<file path="src/rtl/rv32i_defs_pkg.sv">
// Shared RV32I definitions for the nano core: widths, load funct3 codes and
// the writeback-stage state encoding.
package rv32i_defs_pkg;

  localparam int XLEN       = 32;
  localparam int REG_ADDR_W = 5;

  localparam logic [2:0] F3_LB  = 3'b000;
  localparam logic [2:0] F3_LH  = 3'b001;
  localparam logic [2:0] F3_LW  = 3'b010;
  localparam logic [2:0] F3_LBU = 3'b100;
  localparam logic [2:0] F3_LHU = 3'b101;

  typedef enum logic {
    IDLE      = 1'b0,
    WAIT_LOAD = 1'b1
  } wb_state_e;

endpackage

</file>
<file path="src/rtl/wb_unit_load_align.sv">
// Extracts and extends the byte/half/word a load asked for from an aligned
// memory word; flags misaligned addresses and non-load funct3 codes.
module load_align
  import rv32i_defs_pkg::*;
(
  input  logic [XLEN-1:0] rdata_i,
  input  logic [2:0]      funct3_i,
  input  logic [1:0]      addr_lo_i,
  output logic [XLEN-1:0] data_o,
  output logic            err_o
);

  logic [7:0]  byteSel;
  logic [15:0] halfSel;

  assign byteSel = rdata_i[8*addr_lo_i +: 8];
  assign halfSel = rdata_i[16*addr_lo_i[1] +: 16];

  always_comb begin
    data_o = '0;
    err_o  = 1'b0;
    unique case (funct3_i)
      F3_LB:  data_o = {{24{byteSel[7]}}, byteSel};
      F3_LBU: data_o = {24'b0, byteSel};
      F3_LH: begin
        data_o = {{16{halfSel[15]}}, halfSel};
        err_o  = addr_lo_i[0];
      end
      F3_LHU: begin
        data_o = {16'b0, halfSel};
        err_o  = addr_lo_i[0];
      end
      F3_LW: begin
        data_o = rdata_i;
        err_o  = (addr_lo_i != 2'b00);
      end
      default: err_o = 1'b1;
    endcase
  end

endmodule

</file>
<file path="src/rtl/wb_unit.sv">
// Writeback stage: retires ALU results in one cycle, waits for and formats
// load responses, and drives the single register-file write port.
module wb_unit
  import rv32i_defs_pkg::*;
#(
  parameter int LOAD_TIMEOUT = 255,
  parameter int TIMEOUT_W    = 8
) (
  input  logic                  clk_i,
  input  logic                  reset_n,
  input  logic                  ex_valid_i,
  output logic                  ex_ready_o,
  input  logic [REG_ADDR_W-1:0] ex_rd_i,
  input  logic [XLEN-1:0]       ex_result_i,
  input  logic                  ex_is_load_i,
  input  logic [2:0]            ex_funct3_i,
  input  logic [1:0]            ex_addr_lo_i,
  input  logic                  mem_rvalid_i,
  input  logic [XLEN-1:0]       mem_rdata_i,
  output logic [REG_ADDR_W-1:0] w_addr_o,
  output logic                  we_o,
  output logic [XLEN-1:0]       wdata_o,
  output logic                  pending_o,
  output logic [REG_ADDR_W-1:0] pending_rd_o,
  output logic                  err_o
);

  localparam logic [TIMEOUT_W-1:0] TIMEOUT_LAST = TIMEOUT_W'(LOAD_TIMEOUT - 1);

  wb_state_e             state_q, state_d;
  logic [TIMEOUT_W-1:0]  cnt_q, cnt_d;
  logic [2:0]            f3_q, f3_d;
  logic [1:0]            alo_q, alo_d;
  logic                  we_q, we_d;
  logic [REG_ADDR_W-1:0] waddr_q, waddr_d;
  logic [XLEN-1:0]       wdata_q, wdata_d;
  logic                  pending_q, pending_d;
  logic [REG_ADDR_W-1:0] pendRd_q, pendRd_d;
  logic                  err_q, err_d;

  logic [XLEN-1:0]       alignData;
  logic                  alignErr;

  load_align u_align (
    .rdata_i   (mem_rdata_i),
    .funct3_i  (f3_q),
    .addr_lo_i (alo_q),
    .data_o    (alignData),
    .err_o     (alignErr)
  );

  always_ff @(posedge clk_i) begin
    if (!reset_n) begin
      state_q   <= IDLE;
      cnt_q     <= '0;
      f3_q      <= '0;
      alo_q     <= '0;
      we_q      <= 1'b0;
      waddr_q   <= '0;
      wdata_q   <= '0;
      pending_q <= 1'b0;
      pendRd_q  <= '0;
      err_q     <= 1'b0;
    end else begin
      state_q   <= state_d;
      cnt_q     <= cnt_d;
      f3_q      <= f3_d;
      alo_q     <= alo_d;
      we_q      <= we_d;
      waddr_q   <= waddr_d;
      wdata_q   <= wdata_d;
      pending_q <= pending_d;
      pendRd_q  <= pendRd_d;
      err_q     <= err_d;
    end
  end

  always_comb begin
    state_d   = state_q;
    cnt_d     = cnt_q;
    f3_d      = f3_q;
    alo_d     = alo_q;
    we_d      = 1'b0;
    waddr_d   = waddr_q;
    wdata_d   = wdata_q;
    pending_d = pending_q;
    pendRd_d  = pendRd_q;
    err_d     = err_q;
    unique case (state_q)
      IDLE: begin
        // A response with no load outstanding is a protocol error.
        if (mem_rvalid_i) err_d = 1'b1;
        if (ex_valid_i) begin
          if (ex_is_load_i) begin
            state_d   = WAIT_LOAD;
            cnt_d     = '0;
            f3_d      = ex_funct3_i;
            alo_d     = ex_addr_lo_i;
            pending_d = 1'b1;
            pendRd_d  = ex_rd_i;
          end else begin
            we_d    = (ex_rd_i != '0);
            waddr_d = ex_rd_i;
            wdata_d = ex_result_i;
          end
        end
      end
      WAIT_LOAD: begin
        cnt_d = cnt_q + 1'b1;
        if (mem_rvalid_i) begin
          state_d   = IDLE;
          pending_d = 1'b0;
          if (alignErr) begin
            err_d = 1'b1;
          end else begin
            we_d    = (pendRd_q != '0);
            waddr_d = pendRd_q;
            wdata_d = alignData;
          end
        end else if (cnt_q == TIMEOUT_LAST) begin
          state_d   = IDLE;
          pending_d = 1'b0;
          err_d     = 1'b1;
        end
      end
      default: state_d = IDLE;
    endcase
  end

  assign ex_ready_o   = (state_q == IDLE);
  assign we_o         = we_q;
  assign w_addr_o     = waddr_q;
  assign wdata_o      = wdata_q;
  assign pending_o    = pending_q;
  assign pending_rd_o = pendRd_q;
  assign err_o        = err_q;

endmodule

</file>
<file path="config.mk">
export PLATFORM = sky130hd
export DESIGN_NAME = wb_unit
export DESIGN_NICKNAME = d
export VERILOG_FILES = /design/src/rtl/rv32i_defs_pkg.sv /design/src/rtl/wb_unit_load_align.sv /design/src/rtl/wb_unit.sv
export SDC_FILE = /design/constraint.sdc
export NUM_CORES = 1
export LEC_CHECK = 0
export CAP_MARGIN = 20
export CELL_PAD_IN_SITES_DETAIL_PLACEMENT = 1
export CELL_PAD_IN_SITES_GLOBAL_PLACEMENT = 2
export CORE_UTILIZATION = 37
export DETAILED_ROUTE_END_ITERATION = 6
export DONT_BUFFER_PORTS = 1
export PLACE_DENSITY = 0.86
export SYNTH_ARGS = -nofsm -noshare
export SYNTH_HDL_FRONTEND = slang
export SYNTH_HIERARCHICAL = 1
export SYNTH_SLANG_ARGS = --single-unit
</file>
<file path="constraint.sdc">
create_clock -name clk_i -period 2.7 [get_ports clk_i]
set_clock_uncertainty 0.1 [all_clocks]
set_input_delay 0.27 -clock clk_i [delete_from_list [all_inputs] [get_ports clk_i]]
set_output_delay 0.27 -clock clk_i [all_outputs]
set_load 0.1 [all_outputs]
</file>
======== Yosys cells after proc, flatten, opt, wreduce, memory -nomap -nowiden ========
Cells that the tools add are included.
operators by class
  bitwise gates (word level) .............. 1
  mux-type cells .......................... 35
  $add $sub $neg .......................... 1
  eq/ne operators ......................... 13
  reduce and logical (&&, ||, !) cells .... 11
  shift-type cells ........................ 2
operators with widths
  cell                                                   number
  case mux 32 bit (5 select lines)                       1
  2-to-1 mux 32 bit                                      4
  case mux 32 bit (2 select lines)                       1
  indexed part select 32 x 6 -> 16 bit                   1
  indexed part select 32 x 6 -> 8 bit                    1
  2-to-1 mux 5 bit                                       4
  2-to-1 mux 1 bit                                       16
  2-to-1 mux 8 bit                                       2
  case mux 8 bit (2 select lines)                        1
  case mux 5 bit (2 select lines)                        1
  nonzero test 5 bit                                     2
  AND reduction 3 bit                                    3
  adder 8 x 1 -> 8 bit, second input constant            1
  == test 8 bit, second input constant                   1
  inequality test 2 bit, second input constant           4
  case mux 1 bit (2 select lines)                        4
  == test 3 bit, second input constant                   2
  inequality test 3 x 2 -> 1 bit, second input constant  2
  inequality test 2 x 1 -> 1 bit, second input constant  2
  AND reduction 4 bit                                    1
  OR reduction 2 bit                                     2
  == test 3 x 1 -> 1 bit, second input constant          1
  == test 3 x 2 -> 1 bit, second input constant          1
  zero test 3 bit                                        1
  4 further kinds                                        4
word-level totals
  word-level logic and storage cells ...... 73
  flip-flop bits (word level) ............. 59
  output and inout bits ................... 46

======== Depth between registers and ports, before layout ========
  word-level depth ........................ 6
  depth in mapped cells ................... 9

======== Hierarchy ========
Netlist, hierarchy kept.
modules (own cells, without submodules)
  module      area an instance (um^2)  times used  cells each
  wb_unit     2,813.9                  1           285
  load_align  899.6                    1           108

======== Worst setup path before layout ========
No wires, ideal clock.
  kind .................................... register -> register
  from .................................... register f3_q[2]
  to ...................................... register wdata_q[15] (netlist: wdata_o[15])
  data arrival time ....................... 1.939 ns
  stages on the path, launching flop included .. 10
  path buffers ............................ 3
  slack ................................... 0.580 ns
  clock period less this slack ............ 2.120 ns
  cell sequence ........................... dfxtp_1 > buf_2 > or2_2 > o21a_1 > o22a_1 > and3b_1 > buf_2 > buf_2 > nor3_1 > a211oi_2
between the ends
  longest elaborated chain between the ends .. 5
  elaborated cells on any way between the ends .. 14
ends and longest elaborated chain
  item                                            RTL line                  source
  from (decl)                                     wb_unit.sv:32             logic [2:0] f3_q, f3_d;
  from (signal assigned)                          wb_unit.sv:56             f3_q <= '0;
  from (signal assigned)                          wb_unit.sv:67             f3_q <= f3_d;
  == test 3 x 1 -> 1 bit (tied with other cells)  wb_unit_load_align.sv:22  unique case (funct3_i)
  OR reduction 2 bit (no source line)             n/a
  case mux 1 bit (3 select lines) (*)             wb_unit_load_align.sv:22
  net alignErr                                    wb_unit.sv:42             logic alignErr;
  inequality test 2 bit (no source line) (*)      n/a
  AND reduction 4 bit (no source line) (*)        n/a
  to (signal assigned)                            wb_unit.sv:71             wdata_q <= wdata_d;
  to (decl)                                       wb_unit.sv:36             logic [XLEN-1:0] wdata_q, wdata_d;
The timed path passes the listed nets; every way through them passes the cells marked *. The select of a mux whose other input is x is not followed.
A chain may end at the register's enable or synchronous reset.

======== Worst setup path in the final report ========
  from .................................... register f3_q[2]
  to ...................................... register wdata_q[18] (netlist: wdata_o[18])
Same word-level chain as after synthesis.

==> results.json <==
{
  "criticalPathCategory": "flip-flop to flip-flop",
  "diodes": 0,
  "buffer_ports.inserted": 0,
  "ys_async_sr_fraction": 0,
  "finalSetupViolations": 0,
  "setup_tns_ns": 0,
  "antenna_violating_nets_post_route": 0,
  "gp_routability_congestion": 0.869,
  "clock_insertion_delay_worst_skew_ns": 0.35,
  "worst-path-max-fanout": 20,
  "tritoncts.num_buffers": 9,
  "use_met2": 0.373,
  "crit_path_start_kind": "flip-flop",
  "post-route-cell-area_um2": 4400,
  "timing_max_transition_violations_final": 0,
  "grtUsageTotal": 0.231,
  "slew-limit-headroom": 0.301,
  "cts.htree.levels": 3,
  "post-dp-hpwl_mm": 8.72,
  "placed_area_um2": 4070,
  "grt-ovfl-total": 0,
  "total_number_of_placement_rows": 36,
  "fin_crit_sh": 0.805,
  "synth.avg_cell_area_um2": 9.45,
  "final_hold_viol_count": 0,
  "timing.critical_path.to_type": "flip-flop",
  "grt_util_met1": 0.288,
  "ys.warnings.count": 6,
  "actual_transition_at_the_worst_max_transition_pin_ns": 1.05,
  "power_density_nw_per_um2": 628,
  "layout.cells.non_filler": 573,
  "cellLeakagePower_nw": 1.53,
  "routed_wirelength_mm": 11.8,
  "drc": 0,
  "yosysSeqAreaShare": 0.318,
  "fp.dieArea_um2": 10400,
  "ys_ff_latch": 59,
  "placed_cells_incl_taps": 544,
  "pre_cts_setup_slack_ns": 0.542,
  "number_of_global_route_vias_before_repair": 3367,
  "hold-path-cell-count": 2,
  "holdCritPathClass": "input port to flip-flop",
  "dieHeight_um": 102,
  "route.detailed.vias_per_inst": 5.79,
  "unrepaired_setup_endpoints_after_global_routing": "false",
  "fin_util": 0.452,
  "clock_tree.buffer_depth": 2,
  "global_route_layer_with_the_greatest_usage": "met2",
  "multi_input_comb_area_um2": 2260,
  "critical_path.cell_chain": "or2_2 -> o21a_1 -> o22a_1 -> and3b_1 -> or2_2 -> buf_4 -> a211oi_2",
  "antenna_violations_before_repair": 0,
  "wire_length_of_the_first_global_routing_pass_mm": 18.3,
  "layout_setup_ws_ns": 0.526,
  "post_synth_num_cell_types": 48,
  "timing.critical_path.buf_inv": 1,
  "post_cts.repair.setup_buffers": 0,
  "fmaxAchievable_ghz": 0.460,
  "synth_enable_flop_cells": 0,
  "cts.sink_count": 59,
  "worst_r2r_path_depth": 7,
  "run_status": "finished clean",
  "netlist_instances": 393,
  "cp_slowest_stage_delay_ns": 0.41,
  "ctsResizeCount": 0,
  "final_layout_size_suffix_gt1_frac": 0.295,
  "cpLargestDelayFamily": "simple AND/OR/NAND/NOR gates",
  "required_ns": 2.79,
  "crit_path_top_delay_cell": "or2_2",
  "detail_route.iter0.violations": 108,
  "first_pass_iters": 4,
  "core_area_um2": 9730,
  "most_used_cell_cp": "or2_2",
  "die_boundary_width_um": 102,
  "postSynthNetCount": 474,
  "global_route.usage.met3": 0.0575,
  "cp.depth": 7,
  "avgRoutedWirePerCell_um": 20.6,
  "ys_dominant_reg_cell": "dfxtp_1",
  "crit_arrival_ns": 2.27,
  "dr_total_vias": 3319,
  "flow.area_growth_from_synthesis_pct": 18.4,
  "cts_tree": "done",
  "timing.final.crit_period_ns": 2.17,
  "max-cap-violations": 0,
  "starting_density_of_the_core": 0.382,
  "seq_area_um2": 1180,
  "num-nets-final": 516,
  "root_buffer": "clkbuf_8",
  "final.fill_count": 1167,
  "post_cts_hold_buffer_count": 13,
  "grt_start_max_net_pins": 58,
  "peakVddDrop_v": 0.000333,
  "mapped_cell_area_um2": 3710,
  "boundaryPins": 125,
  "clk_pin_slew_ns": 0.07
}
## cell usage in the layout (no fill, tap or decap), types with 3 or more instances in the layout
cell type and n:
buf_4 59, dfxtp_1 58, mux2i_1 44, a211oi_2 40, nor3_1 38, nand2_1 31
a21oi_1 19, a22oi_1 18, a211oi_1 14, dlygate4sd3_1 13, o21ai_0 10, clkbuf_8 10
a221o_1 7, nor2b_1 6, nand3_1 6, nor2_1 6, o221ai_1 5, inv_1 4
nand2b_1 3, or4_1 3, clkinv_2 3
## state kept, by name, indices dropped and copies added, names as in the netlist
register / count
err_o: 1
w_addr_o: 5
pending_o: 1
pending_rd_o: 5
we_o: 1
cnt_q: 8
f3_q: 3
alo_q: 2
state_q: 1
wdata_o: 32
## area by class of cell
type	instances	share of cell area
sequential	59	0.269
clock inverter	5	0.0120
multi-input combinational	288	0.514
clock buffer	11	0.0322
timing repair buffer	72	0.130
tap	133	0.0379
inverter	5	0.00427
## report_power, final
group	internal, W	total, W	switching, W
clock	0.000447	0.000820	0.000374
combinational	0.000273	0.000956	0.000684
sequential	0.000932	0.000981	0.0000499
## path summary, 6_finish.rpt
| check | slack, ns | start | end |
|---|---|---|---|
| worst min register to register | 0.38 | f3_q[0]$_SDFFE_PN0P_ | f3_q[0]$_SDFFE_PN0P_ |
| worst max register to register | 0.53 | f3_q[2]$_SDFFE_PN0P_ | wdata_o[18]$_SDFFE_PN0P_ |
| worst min-delay path | 0.02 | mem_rvalid_i | err_o$_SDFFE_PN0P_ |
| worst max-delay path | 0.53 | f3_q[2]$_SDFFE_PN0P_ | wdata_o[18]$_SDFFE_PN0P_ |
## synth_stat cells, drive strengths merged (4+ instances only)
cell type	count	area [µm²]
mux2i	44	440
a221o	7	70.1
nor3	38	190
buf	25	199
mux2	4	52.6
o21ai	10	50.1
nand2	31	116
a211oi	54	606
a22oi	18	135
inv	5	18.8
nor2	6	22.5
o221ai	5	43.8
nor2b	8	55.1
nand3	6	30.0
dfxtp	59	1180
a21oi	19	95.1
clkbuf	16	60.1
## through the flow
step                hold slack [ns]  power (W)
floorplan                     0.306    0.00178
global placement              0.309    0.00192
detailed placement            0.316    0.00194
CTS                         0.00552    0.00279
global route                 0.0329    0.00286
finish                       0.0231    0.00276
## worst reg2reg max path, delay by kind of cell (launching register included)
kind / cells / cell delay (ns)
flip-flops: 1 / 0.31
AO/OA/AOI/OAI: 3 / 0.50
buffers and inverters: 1 / 0.31
AND/OR/NAND/NOR: 3 / 0.81
## layer usage
| layer | vias to the layer above | part of all wire |
|---|---|---|
| met3 | 20 | 0.067 |
| met1 | 1621 | 0.43 |
| met2 | 93 | 0.48 |
| met4 | 0 | 0.022 |
| li1 | 1585 | - |
| met5 | - | 0 |
## cells by family (layout without fill, tap and decap cells)
| logic type | after synthesis | in the layout | synth area share |
|---|---|---|---|
| AO/OA/AOI/OAI | 125 | 125 | 0.303 |
| XOR/XNOR | 1 | 1 | 0.00236 |
| adder cells (fa/ha/maj) | 2 | 2 | 0.00674 |
| buffers and inverters | 46 | 93 | 0.0748 |
| flip-flops | 59 | 59 | 0.318 |
| multiplexers | 49 | 49 | 0.139 |
| AND/OR/NAND/NOR | 111 | 111 | 0.156 |
(Power assumes the default switching activity.)
==> RTL change, RTL diff (same settings) <==
Reset style: asynchronous (`reset_n`), changed in one clocked block.
--- a/src/rtl/wb_unit.sv
+++ b/src/rtl/wb_unit.sv
@@ -49,7 +49,7 @@
     .err_o     (alignErr)
   );
 
-  always_ff @(posedge clk_i) begin
+  always_ff @(posedge clk_i or negedge reset_n) begin
     if (!reset_n) begin
       state_q   <= IDLE;
       cnt_q     <= '0;
Check against the original RTL: differs if reset_n is asserted again (counterexample within 4 cycles, from zero or initial values and one cycle with reset_n low); with reset_n held inactive, the same outputs for 4 cycles.
==> RTL change against the original RTL <==
- cell area fell by 2.2%
- maximum frequency fell by 12%
- power rose by 96%
- critical endpoint is now wdata_o[27]
- first-iteration DRC count rose by 44%
- sequential cell count did not move
- worst setup slack got worse by 0.30 ns
- via count fell by 19%
- routed wire length fell by 8.6%
- synthesized area rose by 3.1%
- die area rose by 3.1%
- critical path depth did not move
- worst hold slack improved by 0.0075 ns
- largest power group unchanged
==> RTL change: results (changes against the original RTL) <==
Synth Area in XOR/XNOR=0.00229 (-0.0000717); largest net degree at the start of global routing=60 (+3.4%); sequential fraction of the synthesis area=0.385 (+0.0674); CLK BUF=9 (-2); Final Non-Filler Cells=464 (-19%); adder-cell share of the synthesized area=0.00653 (-0.000205); placed cell count=434 (-20%); Synth Area in Compound Gates=0.167 (-0.136); DP Area=3930 um2 (-3.5%); CTS Buffer Depth=2 (unchanged); Pleak=1.80 nW (+17%); via/cell ratio=5.81 (+0.35%); chip width=104 um (+1.5%); Syn Area/Cell=12.4 um2 (+31%); Yosys warning total=6 (unchanged); critical path's largest stage delay=0.58 ns (+0.17 ns); First-pass DRT Iterations=4 (unchanged); NonClk Buf Share=0.0670 (-0.0634); GR Util met2=0.345 (-0.0281); Crit-path slowest cell=nor2b_4; CP max FO=21 (+5.0%); most frequent cells after synthesis=59 x dfrtp_1, 56 x mux2_2, 32 x mux2_4; Synthesized Nets=391 (-18%); met1 GRT Util=0.256 (-0.0319); multi-input gate count=223 (-23%); CP endpoint=wdata_o[27]; total track usage=0.210 (-0.0211); Worst Path Arrival=2.61 ns (+0.34 ns); vias in the first global route=2924 (-13%); share of post-route cells with drive strength above 1=0.429 (+0.134); fill count=1069 (-8.4%); status=completed; inverters=3 (-2); Routability Congestion=0.794 (-8.6%); Min-Delay Endpoint=pending_o; bufs w/o clock=30 (-58%); r2r setup slk=0.22 ns (-0.30 ns); post-synthesis mux area share=0.309 (+0.170); RR Endpoint=wdata_o[27]; Sequential Area=1480 um2 (+25%); Synth cell types=43 (-10%); WL met3=775 um (-1.9%); fraction of area in multi-input gates=0.498 (-0.0166); port bufs=0 (unchanged); maximum VDD drop=0.670 mV (+100%); Synth area leaders=dfrtp_1 39%, mux2_2 16%, mux2_4 13%, a22oi_1 3.5%, a211oi_2 3.3%; Detailed Route WL=10800 um (-8.6%); reg2reg start=f3_q[0]; Initial DRC Count=156 (+44%); clk tree area frac=0.0501 (+0.00595); Final HPWL DP=7720 um (-12%); Slew HR=0.377 (+0.0763); global-route wire length before repair=17500 um (-4.2%); die area=10800 um2 (+3.1%); WL met1=4650 um (-8.1%)
==> RTL change: metrics by stage <==
step / util / hold WS, ns / power (W) / setup WS, ns
2_1_floorplan: - / -0.126 / 0.00423 / 0.442
3_3_place_gp: 0.396 / -0.124 / 0.00442 / 0.255
3_5_place_dp: 0.396 / -0.125 / 0.00448 / 0.100
4_1_cts: 0.433 / 0.0191 / 0.00544 / 0.0149
5_1_grt: 0.434 / 0.0357 / 0.00563 / 0.0359
6_report: 0.434 / 0.0307 / 0.00542 / 0.225
==> RTL change: where the power goes <==
part           total, W  switching, W  internal, W
logic           0.00141      0.000690     0.000722
clock network  0.000908      0.000391     0.000518
registers       0.00310       0.00197      0.00113
total           0.00542       0.00305      0.00237
==> RTL change: worst register-to-register path, stage by stage (launching register included) <==
cell,delay [ns]
dfrtp_1,0.52
or2_2,0.18
o21a_1,0.10
o22a_1,0.12
nand3b_1,0.13
nor2b_4,0.58
buf_12,0.29
mux2_4,0.34
